`src/rtl/serial_subtractor.sv`:
```
// rtl/serial_subtractor.sv - bit-serial subtractor D = A - B - B_in, LSB first, one bit per cycle
// Optional signed-overflow output V enabled by defining SERIAL_SUBTRACTOR_OVERFLOW_EN.
module serial_subtractor #(
  parameter int WIDTH = 8
) (
  input  logic             CLK,
  input  logic             RST,
  input  logic             start,
  input  logic [WIDTH-1:0] A,
  input  logic [WIDTH-1:0] B,
  input  logic             B_in,
  output logic             busy,
  output logic             done,
  output logic [WIDTH-1:0] D,
  output logic             B_out
`ifdef SERIAL_SUBTRACTOR_OVERFLOW_EN
  ,
  output logic             V
`endif
);

  localparam int CW = (WIDTH > 1) ? $clog2(WIDTH) : 1;
  localparam logic [CW-1:0] LAST_BIT = CW'(WIDTH - 1);

  typedef enum logic [1:0] {
    S_IDLE = 2'd0,
    S_RUN  = 2'd1,
    S_DONE = 2'd2
  } state_t;

  state_t           state_q, state_d;
  logic [WIDTH-1:0] a_q, a_d;
  logic [WIDTH-1:0] b_q, b_d;
  logic [WIDTH-1:0] res_q, res_d;
  logic [WIDTH-1:0] dout_q, dout_d;
  logic [CW-1:0]    cnt_q, cnt_d;
  logic             br_q, br_d;
  logic             bout_q, bout_d;

  logic             a_bit, b_bit, diff_bit, br_next;
  logic [WIDTH-1:0] res_next;

`ifdef SERIAL_SUBTRACTOR_OVERFLOW_EN
  logic             a_msb_q, a_msb_d;
  logic             b_msb_q, b_msb_d;
  logic             v_q, v_d;
`endif

  // Single full-subtractor cell operating on the current LSBs.
  always_comb begin
    a_bit    = a_q[0];
    b_bit    = b_q[0];
    diff_bit = a_bit ^ b_bit ^ br_q;
    br_next  = (~a_bit & b_bit) | (~(a_bit ^ b_bit) & br_q);
    res_next = {diff_bit, res_q[WIDTH-1:1]};
  end

  always_comb begin
    state_d = state_q;
    a_d     = a_q;
    b_d     = b_q;
    res_d   = res_q;
    dout_d  = dout_q;
    cnt_d   = cnt_q;
    br_d    = br_q;
    bout_d  = bout_q;
`ifdef SERIAL_SUBTRACTOR_OVERFLOW_EN
    a_msb_d = a_msb_q;
    b_msb_d = b_msb_q;
    v_d     = v_q;
`endif

    case (state_q)
      S_IDLE, S_DONE: begin
        if (start) begin
          a_d     = A;
          b_d     = B;
          br_d    = B_in;
          res_d   = '0;
          cnt_d   = '0;
          state_d = S_RUN;
`ifdef SERIAL_SUBTRACTOR_OVERFLOW_EN
          a_msb_d = A[WIDTH-1];
          b_msb_d = B[WIDTH-1];
`endif
        end else begin
          state_d = S_IDLE;
        end
      end

      S_RUN: begin
        a_d   = {1'b0, a_q[WIDTH-1:1]};
        b_d   = {1'b0, b_q[WIDTH-1:1]};
        res_d = res_next;
        br_d  = br_next;
        if (cnt_q == LAST_BIT) begin
          // Publish the result as DONE is entered; counter stays put so it never wraps.
          dout_d  = res_next;
          bout_d  = br_next;
          state_d = S_DONE;
`ifdef SERIAL_SUBTRACTOR_OVERFLOW_EN
          v_d     = (a_msb_q != b_msb_q) & (res_next[WIDTH-1] != a_msb_q);
`endif
        end else begin
          cnt_d = cnt_q + CW'(1);
        end
      end

      default: begin
        state_d = S_IDLE;
      end
    endcase
  end

  always_ff @(posedge CLK) begin
    if (RST) begin
      state_q <= S_IDLE;
      a_q     <= '0;
      b_q     <= '0;
      res_q   <= '0;
      dout_q  <= '0;
      cnt_q   <= '0;
      br_q    <= 1'b0;
      bout_q  <= 1'b0;
`ifdef SERIAL_SUBTRACTOR_OVERFLOW_EN
      a_msb_q <= 1'b0;
      b_msb_q <= 1'b0;
      v_q     <= 1'b0;
`endif
    end else begin
      state_q <= state_d;
      a_q     <= a_d;
      b_q     <= b_d;
      res_q   <= res_d;
      dout_q  <= dout_d;
      cnt_q   <= cnt_d;
      br_q    <= br_d;
      bout_q  <= bout_d;
`ifdef SERIAL_SUBTRACTOR_OVERFLOW_EN
      a_msb_q <= a_msb_d;
      b_msb_q <= b_msb_d;
      v_q     <= v_d;
`endif
    end
  end

  assign busy  = (state_q == S_RUN);
  assign done  = (state_q == S_DONE);
  assign D     = dout_q;
  assign B_out = bout_q;
`ifdef SERIAL_SUBTRACTOR_OVERFLOW_EN
  assign V     = v_q;
`endif

endmodule

```
`config.mk`:
```
export PLATFORM = sky130hd
export DESIGN_NAME = serial_subtractor
export DESIGN_NICKNAME = d
export VERILOG_FILES = /design/src/rtl/serial_subtractor.sv
export SDC_FILE = /design/constraint.sdc
export NUM_CORES = 1
export LEC_CHECK = 0
export ABC_AREA = 1
export BUFFER_PORTS_ARGS = -buffer_cell sky130_fd_sc_hd__clkbuf_2
export CAP_MARGIN = 20
export CORE_ASPECT_RATIO = 0.5
export CORE_MARGIN = 2
export CORE_UTILIZATION = 30
export DETAILED_ROUTE_END_ITERATION = 12
export PLACE_DENSITY = 0.51
export SYNTH_ARGS = -nofsm -noshare
export SYNTH_HDL_FRONTEND = slang
export SYNTH_SLANG_ARGS = --single-unit
export TNS_END_PERCENT = 50
```
`constraint.sdc`:
```
create_clock -name CLK -period 1.74 [get_ports CLK]
set_input_delay 0.261 -clock CLK [delete_from_list [all_inputs] [get_ports CLK]]
set_output_delay 0.261 -clock CLK [all_outputs]
set_load 0.05 [all_outputs]
```
## Word-level counts from Yosys, hierarchy flattened

Index checks and enable logic that the tools add are counted.

- Add/sub/neg operators: 1
- Multiplexer cells: 14
- Bitwise gates (word level): 7
- Equal/unequal tests: 6
- Reductions and logical operators: 6

Operators with widths:

| cell | count |
|---|---|
| 8-bit case mux with 2 select lines | 3 |
| 8-bit 2-to-1 mux | 3 |
| 3-bit 2-to-1 mux | 2 |
| 3-bit case mux with 2 select lines | 1 |
| 2-bit != test (second input constant) | 2 |
| 2-bit case mux with 2 select lines | 1 |
| 2-bit AND reduction | 2 |
| 3-bit by 1-bit adder with 3-bit output (second input constant) | 1 |
| 3-bit equality test (second input constant) | 1 |
| 3-bit AND reduction | 1 |
| 1-bit AND | 2 |
| 2-bit by 1-bit equality test with 1-bit output (second input constant) | 1 |
| 2-bit equality test (second input constant) | 1 |
| 2-bit logical NOT | 1 |
| 1-bit 2-to-1 mux | 2 |
| 2-bit 2-to-1 mux | 1 |
| 2-bit by 1-bit != test with 1-bit output (second input constant) | 1 |
| 1-bit NOT | 2 |
| 1-bit case mux with 2 select lines | 1 |
| 2-bit nonzero test | 1 |
| 2-bit OR reduction | 1 |
| 1-bit XOR | 2 |
| 1-bit bitwise OR | 1 |

- Logic and storage cells: 42
- Bits of input ports: 20
- Bits in registers: 39

## Logic depth before layout (Yosys ltp)

- Depth after elaboration: 5
- Depth in mapped cells: 8
- Gate-level depth less buffers: 8

## Least setup slack after synthesis

OpenSTA, ideal clock, no wires.

- Path kind: reg2out
- From: reg state_q[0]
- To: out done
- Data required time: 1479 ps
- Data arrival time: 1027 ps
- Slack: 452 ps
- Cell stages (with the launch flop): 2
- Path through: dfxtp_1 > nor2_1

- Longest elaborated chain between the ends: 1

Ends and longest elaborated chain:

| what | RTL line | text |
|---|---|---|
| from (decl) | 31 | `state_t state_q, state_d;` |
| from (signal assigned) | 131 | `state_q <= state_d;` |
| 2-bit equality test | 148 | `assign done = (state_q == S_DONE);` |
| to (decl) | 13 | `output logic done,` |

No other way between the ends.

## Final worst setup path

- From: reg state_q[0]
- To: out busy

- Longest elaborated chain between the ends: 1

Ends and longest elaborated chain:

| what | RTL line | text |
|---|---|---|
| 2-bit by 1-bit equality test with 1-bit output | 147 | `assign busy = (state_q == S_RUN);` |
| to (decl) | 12 | `output logic busy,` |

No other way between the ends.

==> out/metrics.yaml <==
status: "finished, final reports clean"
avgSynthCellArea_sq_um: 7.740
start_kind: "flop"
drc: 0
final-setup-viol-count: 0
timing.hold.worst_path_depth: 3
setup.worst_path.class: "reg2out"
vias: 1514
hpwl_mm: 2.331
detailedRoute.firstIterationViolations: 42
grt_max_degree: 44
post_cts_resized: 0
postSynth.asyncResetShare_pct: 0
finalHoldWorstSlack_ns: 0.2165
dieWidth_microns: 112.0
drive_gt1_share_pct: 24.41
portBuffers: 30
number_of_global_route_vias_before_repair: 1328
globalRouteMet3Util_pct: 3.870
power.density_nw_per_um2: 1092
clock_skew_ns: 0.004244
holdBufCountCts: 0
top_usage_layer: "met2"
min-delay-path-class: "in2reg"
worstPathMaxFanout: 37
cp_slowest_cell: "dfxtp_1"
layout_worst_path_cycle_share_pct: 92.19
mappedNetlistArea_sq_um: 1749
average_wire_per_standard_cell_microns: 11.09
synth-main-ff-cell: "dfxtp_1"
endpoint_kind: "primary output"
grt_pass1_wl_mm: 5.996
h-tree-depth: 2
seq_total_area_yosys_pct: 43.49
power.ir.vdd_worst_uv: 364.1
post-cts-setup-buffer-count: 0
final_net_count: 277
track_usage_pct: 11.71
grtUsageMet1_pct: 14.70
layout.cells.non_filler: 327
cp_slowest_stage_delay_ns: 0.44
slew-limit-headroom_pct: 69.78
actual_transition_at_the_worst_max_transition_pin_ns: 0.4529
finalHoldViolCount: 0
synth_enable_flop_cells: 0
routed_via_density: 4.630
design.core.area_sq_um: 5563
antenna_cells: 0
dieArea_sq_um: 6495
yosysWarnings: 0
depth_of_the_most_critical_reg_to_reg_path: 6
slew_viol_final: 0
setup_total_negative_slack_ns: 0
yosys_register_bits: 38
io_pins: 31
fmax_mhz: 623.4
clock_insertion_delay_worst_skew_ns: 0.28
rows: 19
syn_to_final_growth_pct: 18.03
worst-endpoint-arrival_ns: 1.34
tritoncts_num_sinks: 38
static-leakage-power_nw: 0.9255
setup_repair_after_global_routing_missed_its_margin: "no"
drv_cap: 0
grtUsageMet2_pct: 19.05
clock_tree.buffer_depth: 2
gate_count_of_the_mapped_netlist: 226
place.gp.congestion: 0.6887
grt_antenna_before_repair: 0
cts-buffers-inserted: 5
path_cells: "nand2_4, inv_8, clkbuf_2"
number_of_detailed_route_iterations_in_the_first_pass: 4
crit_required_ns: 1.48
globalRouteOverflowTotal: 0
detail_route_antenna_nets: 0
fin_crit_ns: 1.604
die_y_microns: 58.00
cts_tree: "yes"
clockRootBuffer: "clkbuf_16"
net_count_after_synthesis: 249
post-place-cells: 320
finalWirelength_mm: 3.626
clk_pin_slew_worst_paths_ns: 0.06
post_synth_num_cell_types: 23
initial_core_util_pct: 31.44
==> registers in the layout, summed over array words and instances, names as in the netlist <==
name     flops
cnt_q        3
B_out        1
res_q        7
b_q          8
br_q         1
state_q      2
D            8
a_q          8
==> report_power, final <==
part	leakage, nW	internal, W	switching [W]
clock network	0.0829	0.000707	0.000336
registers	0.311	0.000919	0.0000190
logic	0.532	0.0000971	0.000177
==> worst paths after layout <==
path	startpoint	endpoint	slack, ns
worst min register to register	D[5]	D[5]	0.47
worst max-delay path	state_q[0]	busy	0.14
worst min-delay path	A[4]	a_q[4]	0.22
worst max register to register	cnt_q[0]	cnt_q[0]	0.41
==> per-stage QoR <==
stage / total power, W / cell area (sq um) / setup slack, ns / utilization (%)
floorplan: 0.001192 / 1749 / 0.4522 / -
global placement: 0.001230 / 1896 / 0.4156 / 34.08
detailed placement: 0.001232 / 1896 / 0.4130 / 34.08
CTS: 0.002280 / 2064 / 0.1260 / 37.11
global route: 0.002357 / 2064 / 0.04944 / 37.11
finish: 0.002255 / 2064 / 0.1359 / 37.11
==> placed cells by master (no fill, tap or decap) <==
master,Yosys,final
nor3_1,14,14
inv_2,2,2
dfxtp_1,38,38
inv_1,20,20
nand2_2,8,8
o21ai_0,2,2
nand3_1,48,48
clkbuf_16,0,5
a21oi_2,7,7
nand3b_1,2,2
nand2_1,37,37
buf_4,3,3
bufinv_16,0,1
clkbuf_2,0,30
ha_1,2,2
clkinv_2,1,1
inv_8,1,1
nand2_4,2,2
nor2_1,22,22
nor2_2,1,1
a21oi_1,6,6
fa_1,1,1
clkbuf_8,0,1
==> Yosys cell counts, types with 2 or more instances <==
library cell  instances  area (sq um)
nand2_2               8         50.05
a21oi_2               7         61.31
buf_4                 3         22.52
nor2_1               22         82.58
nand2_4               2         22.52
nand3b_1              2         15.01
nand2_1              37         138.9
o21ai_0               2         10.01
buf_2                 3         15.01
ha_1                  2         25.02
nor3_1               14         70.07
inv_1                20         75.07
buf_6                 4         45.04
a21oi_1               6         30.03
nand3_1              48         240.2
inv_2                 2         7.510
dfxtp_1              38         760.7
==> worst max-delay path, delay by kind of cell (launching register included) <==
| family | cells | cell delay [ns] |
|---|---|---|
| flip-flops | 1 | 0.44 |
| AND/OR/NAND/NOR | 1 | 0.10 |
| buffers and inverters | 2 | 0.51 |
==> area by class of cell <==
| type | count | area (sq um) |
|---|---|---|
| multi-input combinational | 152 | 772.0 |
| clock inverter | 1 | 30.03 |
| timing repair buffer | 33 | 172.7 |
| fill | 611 | 3498 |
| inverter | 24 | 98.84 |
| clock buffer | 6 | 138.9 |
| tap | 73 | 91.34 |
| sequential | 38 | 760.7 |
==> per-layer routing <==
| metal | vias up | share of wire, % |
|---|---|---|
| li1 | 787 | - |
| met3 | 4 | 3.5 |
| met4 | 0 | 1.1 |
| met1 | 695 | 53 |
| met5 | - | 0 |
| met2 | 28 | 43 |
==> kinds of logic after synthesis <==
kind of cell               after synthesis  synth area share [%]
buffers and inverters                   36                 12.37
DFF                                     38                 43.49
and+or+nand+nor                        134                 35.77
AOI/OAI and AO/OA                       15                 5.794
adders and majority gates                3                 2.575
Note: power is estimated with default switching activity, not from simulation.
